`src/rtl/exponential.sv`:
```
// -----------------------------------------------------------------------------
// exponential -- sequential e^x evaluator for x in [0,1)
//
// Evaluates e^x as a degree-8 Taylor polynomial in Horner form, one multiply-add
// step per clock:
//     acc = c8
//     for k = 7 down to 0: acc = trunc(acc * x) + c_k
// where c_k = 1/k! in unsigned 2.16 fixed point.
//
// Ports
//     clk       in   1   system clock, rising-edge active
//     rst       in   1   synchronous, active-high reset
//     start     in   1   level request; sampled only in IDLE
//     x         in  16   operand, unsigned 0.16 (value = x / 65536)
//     done      out  1   one-cycle pulse, result valid
//     intpart   out  2   integer part of e^x (1 or 2)
//     fracpart  out 16   fractional part of e^x, 0.16
//
// Configuration
//     EXP_ROUND_EN  defined: each Horner step adds 0x8000 to the product
//                   before dropping the low 16 bits (round-half-up).
//                   undefined: plain truncation. Timing and ports unchanged.
//
// Timing: start sampled in IDLE on edge E0 -> eight CALC steps on E1..E8 ->
// done high during the cycle after E8 (9th cycle after E0).
// -----------------------------------------------------------------------------
module exponential (
    input  logic        clk,
    input  logic        rst,
    input  logic        start,
    input  logic [15:0] x,
    output logic        done,
    output logic [1:0]  intpart,
    output logic [15:0] fracpart
);

    // state | meaning
    // IDLE  | waiting for start; operand latched on the accepting edge
    // CALC  | one Horner step per cycle, k = 7 .. 0
    // DONE  | done pulse high for this single cycle
    // WAIT  | result delivered; hold here until start is released
    typedef enum logic [1:0] {
        IDLE = 2'd0,
        CALC = 2'd1,
        DONE = 2'd2,
        WAIT = 2'd3
    } state_t;

    localparam logic [17:0] C0 = 18'h10000;
    localparam logic [17:0] C1 = 18'h10000;
    localparam logic [17:0] C2 = 18'h08000;
    localparam logic [17:0] C3 = 18'h02AAB;
    localparam logic [17:0] C4 = 18'h00AAB;
    localparam logic [17:0] C5 = 18'h00222;
    localparam logic [17:0] C6 = 18'h0005B;
    localparam logic [17:0] C7 = 18'h0000D;
    localparam logic [17:0] C8 = 18'h00002;

    state_t      r_state;
    logic [17:0] r_acc;
    logic [2:0]  r_k;
    logic [15:0] r_x;
    logic        r_done;
    logic [1:0]  r_intpart;
    logic [15:0] r_fracpart;

    logic [17:0] w_coef;
    logic [33:0] w_prod;
    logic [33:0] w_prod_adj;
    logic [17:0] w_trunc;
    logic [17:0] w_next;

    // Coefficient added in the step indexed by r_k (c8 only seeds the accumulator)
    always_comb begin
        w_coef = C0;
        case (r_k)
            3'd0: w_coef = C0;
            3'd1: w_coef = C1;
            3'd2: w_coef = C2;
            3'd3: w_coef = C3;
            3'd4: w_coef = C4;
            3'd5: w_coef = C5;
            3'd6: w_coef = C6;
            3'd7: w_coef = C7;
            default: w_coef = C0;
        endcase
    end

    // 2.16 x 0.16 -> 2.32 product; keeping bits [33:16] returns to 2.16.
    // acc stays below e (< 0x2B7E2), so the product and the rounding add
    // both fit in 34 bits, and acc*x + c_k fits in 18 bits for x < 1.
    assign w_prod = {16'd0, r_acc} * {18'd0, r_x};

`ifdef EXP_ROUND_EN
    assign w_prod_adj = w_prod + 34'h0_0000_8000;
`else
    assign w_prod_adj = w_prod;
`endif

    assign w_trunc = 18'(w_prod_adj >> 16);
    assign w_next  = w_trunc + w_coef;

    always_ff @(posedge clk) begin
        if (rst) begin
            r_state    <= IDLE;
            r_acc      <= '0;
            r_k        <= '0;
            r_x        <= '0;
            r_done     <= 1'b0;
            r_intpart  <= '0;
            r_fracpart <= '0;
        end else begin
            case (r_state)
                IDLE: begin
                    r_done <= 1'b0;
                    if (start) begin
                        r_x     <= x;
                        r_acc   <= C8;
                        r_k     <= 3'd7;
                        r_state <= CALC;
                    end
                end
                CALC: begin
                    r_acc <= w_next;
                    if (r_k == 3'd0) begin
                        // Final step: publish result and raise done together
                        r_intpart  <= w_next[17:16];
                        r_fracpart <= w_next[15:0];
                        r_done     <= 1'b1;
                        r_state    <= DONE;
                    end else begin
                        r_k <= r_k - 3'd1;
                    end
                end
                DONE: begin
                    r_done  <= 1'b0;
                    r_state <= WAIT;
                end
                WAIT: begin
                    r_done <= 1'b0;
                    if (!start) begin
                        r_state <= IDLE;
                    end
                end
                default: begin
                    r_done  <= 1'b0;
                    r_state <= IDLE;
                end
            endcase
        end
    end

    assign done     = r_done;
    assign intpart  = r_intpart;
    assign fracpart = r_fracpart;

endmodule

```
`config.mk`:
```
export PLATFORM = sky130hd
export DESIGN_NAME = exponential
export DESIGN_NICKNAME = d
export VERILOG_FILES = /design/src/rtl/exponential.sv
export SDC_FILE = /design/constraint.sdc
export NUM_CORES = 1
export LEC_CHECK = 0
export BUFFER_PORTS_ARGS = -buffer_cell sky130_fd_sc_hd__buf_2
export CAP_MARGIN = 20
export CORE_UTILIZATION = 41
export DETAILED_ROUTE_END_ITERATION = 10
export SLEW_MARGIN = 20
export SYNTH_ARGS = -nofsm -noshare
export SYNTH_HDL_FRONTEND = slang
export SYNTH_SLANG_ARGS = --single-unit
```
`constraint.sdc`:
```
create_clock -name clk -period 18.6 [get_ports clk]
set_clock_uncertainty 0.2 [all_clocks]
set_input_delay 0.93 -clock clk [delete_from_list [all_inputs] [get_ports clk]]
set_output_delay 0.93 -clock clk [all_outputs]
set_load 0.005 [all_outputs]
```
==> results by group, run 1 <==
GRT
  – Initial antenna violation count: 0
  – Grt ovf: 0
  – First-pass GRT wire length: 49900 um
  – Vias in the first global route: 9765
  – GRT Resource Usage Total: 0.204
  – Maximum number of pins on one net before global-route repair: 51

STA
  – Period utilization: 0.481
  – Final setup vio count: 0
  – Post-layout min period: 8940 ps
  – Slew @ Worst Pin: 983 ps
  – Max Slew Vio Count: 0
  – Aggregate negative setup slack: 0 ps
  – Slew HR: 0.344
  – Fmax: 112 MHz
  – Crit path setup slack, layout: 9660 ps
  – Final hold vios: 0
  – Unrepaired setup endpoints after global routing: no
  – Hold slack: 257 ps

Synth
  – Top cells by count, synth: inv_1, nand2_1, fa_1
  – Distinct cells, synth: 66
  – Syn Inst Count: 1430
  – Area leader, netlist: fa_1
  – Synth async-reset ratio: 0
  – Synth top area share: 0.362
  – Sequential fraction of the synthesis area: 0.109
  – Most used flip-flop cell after synthesis: dfxtp_1
  – Most frequent cell after synthesis: inv_1
  – Synth area leaders: fa_1, ha_1, dfxtp_1
  – Synth warnings: 0
  – Syn_nets: 1793
  – EDFF count, synth: 0
  – Yosys reg bits: 67
  – Synth Area per Inst: 8.59 um^2
  – Synth Cell Area: 12300 um^2

Worst setup path
  – CP max FO: 19
  – Max incr delay on CP: 820 ps
  – CP arrival: 9020 ps
  – CP Class: reg -> reg
  – Worst setup SP type: register
  – Worst endpoint required time: 18680 ps
  – Worst path slowest cell: dfxtp_1
  – Crit-path most repeated cell: fa_1
  – CP endpoint kind: register

Clock tree
  – Worst-case clock buffer depth: 2
  – CTS Sinks: 67
  – Htree depth: 3
  – CTS root buf: clkbuf_16
  – Post-CTS setup buffer count: 0
  – Post-CTS sizing: 0
  – TritonCTS buffer count: 9
  – Post-CTS Hold Buffers: 0
  – Clock latency on the worst-skew pair: 340 ps
  – CTS tree: built
  – Clock transition at the registers of the reported paths: 60 ps

Cells and area
  – Finished Cell Area: 13000 um^2
  – Layout cells sized above 1: 0.0513
  – Final Util: 0.447
  – Area delta synth->final: 6.02%
  – Reg area: 1340 um^2
  – Antenna diode count: 0
  – Multi-input gate area: 9690 um^2
  – Nets: 1781
  – # fillers: 2882

Placement
  – Port Buf Inserts: 37
  – Dpl cell area: 12700 um^2
  – Pre-CTS WS: 9770 ps
  – GP Congestion: 0.840
  – Post-detail-place hpwl: 23300 um

Power
  – Power density over the cells: 52.0 nW/um^2
  – Cell leakage power: 0.00638 uW
  – Peak VDD IR: 0.0774 mV

Floorplanning
  – Die H: 175 um
  – I/O pins: 38
  – Core Area: 29100 um^2
  – Die footprint: 30600 um^2
  – Die X: 175 um
  – Cell Rows: 62
  – Initial Utilization: 0.422

Detailed routing
  – DR vias: 9331
  – DR WL met2: 14500 um
  – Metal3 WL: 1060 um
  – First-pass detailed-route iteration total: 5
  – Residual DRC: 0
  – Drt wl/cell: 16.1 um
  – Total Wirelength: 29000 um
  – DRT met1 WL: 13000 um
  – Post-DRT Antenna Nets: 0
  – Routed vias/inst: 5.16
  – Max layer used: met4
  – DRT iter0 DRCs: 450

Status
  – Status: finished, final reports clean

Worst hold path
  – Hold crit path type: reg -> reg

Run
  – Max_cap viols: 0
-- cells by family after synthesis --
kind of cell / after synthesis / share of synthesized area
XOR/XNOR: 21 / 0.0150
flip-flops: 67 / 0.109
AND/OR/NAND/NOR: 507 / 0.199
AO/OA/AOI/OAI: 158 / 0.0877
buffers and inverters: 331 / 0.101
multiplexers: 2 / 0.00163
adder cells (fa/ha/maj): 344 / 0.486
-- worst max-delay path, delay by kind of cell, from the launching register on --
family | cells | cell delay (ps)
buf+inv | 3 | 140
xor+xnor | 1 | 100
fa+ha+maj | 8 | 3710
flops | 1 | 820
compound gates | 9 | 2130
simple gates | 7 | 1760
-- cell usage in the layout (no fill, tap or decap), types with 3 or more instances in the layout --
cell and instances:
inv_1 264, nand2_1 238, fa_1 222, and2_1 124, ha_1 122, dfxtp_1 67, nor2_1 53, a21oi_1 47
buf_2 37, nand3_1 22, o21ai_0 21, xnor2_1 16, nor2b_1 12, nor3_1 11, or3_1 10, a211oi_1 10
o211ai_1 9, clkbuf_16 9, a21o_1 8, o21a_1 8, a22oi_1 8, nand4_1 7, buf_4 7, a31oi_1 6
and3_1 5, o31ai_1 5, xor2_1 5, nor4_1 5, nand2b_1 4, or4_1 4, a2bb2oi_1 3, clkinvlp_4 3
-- power breakdown --
part,internal (uW),switching [uW]
Combinational,101,175
Clock,90.7,67.4
Sequential,175,67.5
Total,366,310
-- metal layers --
metal	up-vias	GRT usage
met1	4683	0.276
met5	-	0
li1	4427	-
met4	0	0.0511
met2	189	0.352
met3	32	0.0176
-- final cells by class --
| cell class | count | share of cell area |
|---|---|---|
| well taps | 384 | 0.0369 |
| flip-flops and latches | 67 | 0.103 |
| clock buffers | 11 | 0.0179 |
| inverters | 264 | 0.0761 |
| multi-input cells | 1032 | 0.745 |
| repair buffers | 44 | 0.0183 |
| clock inverters | 5 | 0.00308 |
-- path summary, 6_finish.rpt --
kind | start | to | slack (ps) | depth (start not counted)
worst min-delay path | fracpart[10] | fracpart[10] | 260 | 2
worst min register to register | fracpart[10] | fracpart[10] | 260 | 2
worst max-delay path | r_x[1] | r_acc[17] | 9660 | 28
worst max register to register | r_x[1] | r_acc[17] | 9660 | 28
-- per-stage QoR --
step,instances,power (uW)
after floorplan,1430,419
after global placement,1791,517
after detailed placement,1791,521
after CTS,1807,682
after global routing,1807,732
final,1807,676
-- flip-flops by register name, indices dropped and copies added (netlist names) --
signal,flops
r_k,3
r_state,2
r_x,16
r_acc,18
done,1
fracpart,16
w_coef,9
intpart,2
(Power assumes the default switching activity.)
==> inputs of run 2 (changes only) <==
- clock period: 18.6 -> 8.4 ns (I/O delays scaled with it)
==> run 2 against run 1 <==
Sequential cell count unchanged. Die area unchanged. Combinational power rose to 2.6 times the previous value. Largest power group unchanged. Global-route usage up 1.3 points. Critical endpoint unchanged. Design area up 4.4%. First-iteration DRC count down 3.3%. Sequential power up 110%. Worst hold slack worse by 150 ps. Critical path type unchanged.
==> results by group, run 2 (same netlist as run 1, synthesis figures left out) <==
STA
  – Slew @ Worst Pin: 1000 ps (+21.3 ps)
  – Post-layout min period: 8090 ps (-849 ps)
  – Final hold vios: 0 (unchanged)
  – Aggregate negative setup slack: 0 ps (unchanged)
  – Fmax: 124 MHz (+10%)
  – Period utilization: 0.963 (+0.483)
  – Slew HR: 0.330 (-0.0142)
  – Max Slew Vio Count: 0 (unchanged)
  – Final setup vio count: 0 (unchanged)

Power
  – Tot Pwr: 1590 uW (+130%)
  – Psw: 703 uW (+130%)
  – Cell leakage power: 0.00670 uW (+5.1%)
  – Comb power frac: 0.448 (+0.040)
  – Internal power: 887 uW (+140%)
  – Power density over the cells: 117 nW/um^2 (+130%)
  – Peak VDD IR: 0.197 mV (+150%)
  – Flop pwr share: 0.315 (-0.043)
  – Clock power share: 0.237 (+0.003)
  – Switching share of power: 0.442 (-0.0161)

Worst setup path
  – Worst endpoint required time: 8480 ps (-10200 ps)
  – Worst setup SP type: register
  – CP arrival: 8170 ps (-850 ps)
  – R2R depth: 26 (-7.1%)
  – CP endpoint kind: register
  – CP Class: reg -> reg
  – CP max FO: 13 (-6)

Clock tree
  – Clock latency on the worst-skew pair: 340 ps (about the same)
  – Worst-case clock buffer depth: 2 (unchanged)
  – Clock transition at the registers of the reported paths: 60 ps (about the same)
  – CTS Sinks: 67 (unchanged)
  – TritonCTS buffer count: 9 (unchanged)
  – Post-CTS Hold Buffers: 0 (unchanged)
  – CTS root buf: clkbuf_16
  – CTS tree: built
  – Htree depth: 3 (unchanged)

Floorplanning
  – Die X: 175 um (unchanged)
  – I/O pins: 38 (unchanged)
  – Initial Utilization: 0.422 (unchanged)
  – Core Area: 29100 um^2 (unchanged)
  – Die H: 175 um (unchanged)
  – Cell Rows: 62 (unchanged)
  – Die footprint: 30600 um^2 (unchanged)

Cells and area
  – Top reg by flops: r_acc
  – Area delta synth->final: 10.6%
  – Commonest non-fill, non-tap cell in the layout: inv_1
  – Largest register FFs: 18 (unchanged)
  – Antenna diode count: 0 (unchanged)
  – Finished Cell Area: 13600 um^2 (+4.4%)
  – Nets: 1835 (+3.0%)
  – Layout cells sized above 1: 0.109 (+0.0578)
  – Most frequent cells in the layout: inv_1, nand2_1, fa_1

Worst hold path
  – Hold Path Stages: 3 (+1)
  – Hold crit path type: in -> reg

Detailed routing
  – Residual DRC: 0 (unchanged)
  – Post-DRT Antenna Nets: 0 (unchanged)
  – Drt wl/cell: 17.0 um (+5.8%)
  – Total Wirelength: 31600 um (+8.9%)
  – DR vias: 9593 (+2.8%)
  – DRT iter0 DRCs: 435 (-3.3%)
  – Routed vias/inst: 5.16 (-0.12%)
  – First-pass detailed-route iteration total: 5 (unchanged)

GRT
  – Maximum number of pins on one net before global-route repair: 60 (+18%)
  – First-pass GRT wire length: 52100 um (+4.4%)
  – Vias in the first global route: 9922 (+1.6%)
  – Initial antenna violation count: 0 (unchanged)
  – Grt ovf: 0 (unchanged)
  – GRT Resource Usage Total: 0.218 (+0.0134)

Status
  – Status: finished, final reports clean

Run
  – Max_cap viols: 0 (unchanged)

Placement
  – Post-detail-place hpwl: 25500 um (+9.6%)
  – Port Buf Inserts: 37 (unchanged)
  – Dpl cell area: 13100 um^2 (+2.8%)
  – GP Congestion: 0.924 (+10%)
run 2: changes by cell type in the layout (fill, tap and decap cells not counted), sizes merged:
| cell | before | now |
|---|---|---|
| clkinvlp | 3 | 0 |
| clkinv | 2 | 4 |
| clkbuf | 11 | 10 |
| buf | 44 | 98 |
| bufinv | 0 | 1 |
run 2: worst paths after layout:
| path | startpoint | to | slack, ps |
|---|---|---|---|
| setup / recovery | r_acc[11] | r_acc[17] | 310 |
| hold / removal | x[5] | r_x[5] | 110 |
| setup reg to reg | r_acc[11] | r_acc[17] | 310 |
| hold reg to reg | fracpart[10] | fracpart[10] | 250 |
run 2: what timing repair did:
action | CTS | global route
gates cloned | 0 | 0
pin swaps | 0 | 19
setup buffers | 0 | 7
setup endpoints to repair | 6 | 16
gates resized for setup | 3 | 41
run 2: cell type report:
type                    count  area, um^2
clock buffers              10         239
clock inverters             5        53.8
fillers                  2883       15500
inverters                 264         991
multi-input cells        1032        9800
flip-flops and latches     67        1370
well taps                 384         480
repair buffers             98         647
run 2: power by group through the flow:
stage	registers (uW)	logic, uW	clock network, uW
after CTS	495	706	381
after detailed placement	502	701	0
final	501	713	376
after floorplan	429	500	0
after global routing	510	799	394
after global placement	501	693	0
run 2: layer usage:
layer | vias up | part of all wire | GRT usage
li1 | 4528 | - | -
met1 | 4837 | 0.44 | 0.289
met2 | 197 | 0.50 | 0.383
met3 | 31 | 0.042 | 0.0235
met4 | 0 | 0.014 | 0.0460
met5 | - | 0 | 0
run 2: worst max-delay path, cell delays in order (launching register included):
cell and delay, ps:
dfxtp_1 490, buf_4 300, nand2_1 110, fa_1 540, inv_1 50, fa_1 490
fa_1 570, fa_1 440, fa_1 550, inv_1 80, fa_1 480, inv_1 50
ha_1 360, nand3_1 120, nor2_1 330, nand4_1 220, a21oi_4 250, buf_4 220
o21a_1 240, o21ai_0 150, a21boi_0 170, ha_1 300, inv_1 80, a311oi_4 380
a311oi_4 180, or4_1 550, nand3_1 90
run 2: stage by stage:
stage	instances	setup slack (ps)	hold slack (ps)	utilization
2_1_floorplan	1430	277	253	-
3_3_place_gp	1838	-28.2	241	0.450
3_5_place_dp	1838	-34.7	246	0.450
4_1_cts	1853	9.13	106	0.460
5_1_grt	1860	-27.9	119	0.467
6_report	1860	308	108	0.467
==> inputs of run 3 (changes only) <==
- CTS_CLUSTER_DIAMETER: default -> 30
- RECOVER_POWER: default -> 100
==> run 3 against run 2 <==
Final cell count stayed put. Critical endpoint unchanged. Non-clock buffer count stayed put. Core utilization hardly changed. Register-to-register slack hardly changed. Sequential cell count stayed put. Wire length is 0.10% higher. Sequential share of layout area hardly changed. Worst setup slack worse by 5.2 ps. Sequential power hardly changed. Critical path depth stayed put. Power hardly changed. Die area stayed put.
==> results by group, run 3 (same netlist as run 1, synthesis figures left out) <==
Detailed routing
  – DRT iter0 DRCs: 419 (-3.7%)
  – DR vias: 9576 (-0.18%)
  – First-pass detailed-route iteration total: 5 (unchanged)
  – Total Wirelength: 31700 um (+0.10%)
  – Post-DRT Antenna Nets: 0 (unchanged)
  – Residual DRC: 0 (unchanged)
  – Drt wl/cell: 17.0 um (+0.10%)
  – Routed vias/inst: 5.15 (-0.18%)

Cells and area
  – Most frequent cells in the layout: inv_1, nand2_1, fa_1
  – Area delta synth->final: 10.6% (about the same)
  – Non-filler cells, final: 1860 (unchanged)
  – Largest register FFs: 18 (unchanged)
  – Commonest non-fill, non-tap cell in the layout: inv_1
  – Antenna diode count: 0 (unchanged)
  – Nets: 1835 (unchanged)
  – Layout cells sized above 1: 0.104 (-0.00474)
  – Top reg by flops: r_acc

Placement
  – GP Congestion: 0.924 (unchanged)
  – Pre-CTS WS: -34.7 ps (unchanged)
  – Port Buf Inserts: 37 (unchanged)
  – Cells after DPL: 1838 (unchanged)
  – Post-detail-place hpwl: 25500 um (unchanged)

Worst setup path
  – Crit-path most repeated cell: fa_1
  – Critical path startpoint: r_acc[11]
  – CP endpoint kind: register
  – CP Class: reg -> reg
  – R2R depth: 26 (unchanged)
  – Worst setup SP type: register
  – Worst Setup EP: r_acc[17]
  – Max incr delay on CP: 570 ps (about the same)
  – Top delay family on crit path: adder cells
  – Worst Path Buf+Inv: 6 (unchanged)
  – Worst R2R Setup Slack: 300 ps (about the same)
  – CP arrival: 8170 ps (about the same)
  – Critical R2R Capture: r_acc[17]
  – Worst endpoint required time: 8480 ps (about the same)
  – CP max FO: 13 (unchanged)
  – Worst R2R Start: r_acc[11]
  – Cell depth of the worst setup path: 26 (unchanged)
  – Worst path slowest cell: fa_1

Status
  – Status: finished, final reports clean

Floorplanning
  – Initial Utilization: 0.422 (unchanged)
  – Die X: 175 um (unchanged)
  – Core Area: 29100 um^2 (unchanged)
  – Die footprint: 30600 um^2 (unchanged)
  – Cell Rows: 62 (unchanged)
  – I/O pins: 38 (unchanged)
  – Die H: 175 um (unchanged)

Clock tree
  – Post-CTS Hold Buffers: 0 (unchanged)
  – TritonCTS buffer count: 9 (unchanged)
  – CTS Sinks: 67 (unchanged)
  – Clock latency on the worst-skew pair: 340 ps (about the same)
  – Clock transition at the registers of the reported paths: 60 ps (about the same)
  – Worst-case clock buffer depth: 2 (unchanged)
  – CTS root buf: clkbuf_16
  – Htree depth: 3 (unchanged)
  – CTS tree: built

STA
  – Post-layout min period: 8100 ps (+5.17 ps)
  – Final hold vios: 0 (unchanged)
  – Aggregate negative setup slack: 0 ps (unchanged)
  – Crit path setup slack, layout: 303 ps (-5.17 ps)
  – Period utilization: 0.964 (about the same)
  – Hold slack: 109 ps (+1.20 ps)
  – Max Slew Vio Count: 0 (unchanged)
  – Slew HR: 0.295 (-0.0352)
  – Fmax: 124 MHz (about the same)
  – Slew @ Worst Pin: 1060 ps (+52.3 ps)
  – Final setup vio count: 0 (unchanged)

Power
  – Comb power frac: 0.448 (about the same)
  – Switching share of power: 0.443 (+0.000984)
  – Flop pwr share: 0.315 (about the same)
  – Psw: 704 uW (+0.13%)
  – Cell leakage power: 0.00668 uW (-0.36%)
  – Power density over the cells: 117 nW/um^2 (about the same)
  – Clock power share: 0.237 (about the same)
  – Internal power: 884 uW (-0.26%)
  – Peak VDD IR: 0.199 mV (+0.70%)

GRT
  – Maximum number of pins on one net before global-route repair: 60 (unchanged)
  – First-pass GRT wire length: 52100 um (unchanged)
  – Initial antenna violation count: 0 (unchanged)
  – Vias in the first global route: 9922 (unchanged)
  – GRT Resource Usage Total: 0.218 (unchanged)
  – Grt ovf: 0 (unchanged)

Worst hold path
  – Hold crit path type: in -> reg

Run
  – Max_cap viols: 0 (unchanged)
-- run 3: through the flow --
step / instance area [um^2] / util / power, uW
after floorplan: 12300 / - / 929
after global placement: 13100 / 0.450 / 1190
after detailed placement: 13100 / 0.450 / 1200
after CTS: 13400 / 0.460 / 1580
after global routing: 13600 / 0.467 / 1700
final: 13600 / 0.467 / 1590
-- run 3: routing by layer --
| layer | wire, um | track usage | up-vias |
|---|---|---|---|
| met5 | 0 | 0 | - |
| met4 | 493 | 0.0460 | 0 |
| met3 | 1210 | 0.0235 | 36 |
| met2 | 15900 | 0.383 | 185 |
| met1 | 14100 | 0.289 | 4825 |
| li1 | - | - | 4530 |
-- run 3: worst min-delay path by stage --
stage / from / endpoint / slack [ps] / cells after the start
2_1_floorplan: fracpart[0] / fracpart[0] / 250 / 2
5_1_grt: x[15] / r_x[15] / 120 / 3
4_1_cts: x[5] / r_x[5] / 110 / 3
3_5_place_dp: fracpart[10] / fracpart[10] / 250 / 2
6_report: x[5] / r_x[5] / 110 / 3
3_3_place_gp: fracpart[5] / fracpart[5] / 240 / 2
-- run 3: power by group through the flow --
stage	registers, uW	clock network, uW	logic [uW]
global placement	501	0	693
CTS	495	381	706
global route	510	394	796
floorplan	429	0	500
detailed placement	502	0	701
finish	501	376	711
-- run 3: final cells by class --
type / count / area (um^2)
inverters: 264 / 991
clock inverters: 5 / 53.8
flip-flops and latches: 67 / 1370
multi-input cells: 1032 / 9800
clock buffers: 10 / 239
repair buffers: 98 / 639
well taps: 384 / 480
fillers: 2887 / 15500
-- run 3: worst min-delay path, stage by stage --
cell	delay, ps
buf_2	90
nand2_1	40
a21oi_1	50
-- run 3: timing repair --
| item | 4_1_cts | 5_1_grt |
|---|---|---|
| gates resized for setup | 3 | 41 |
| pin swaps | 0 | 19 |
| setup buffers | 0 | 7 |
| setup endpoints to repair | 6 | 16 |
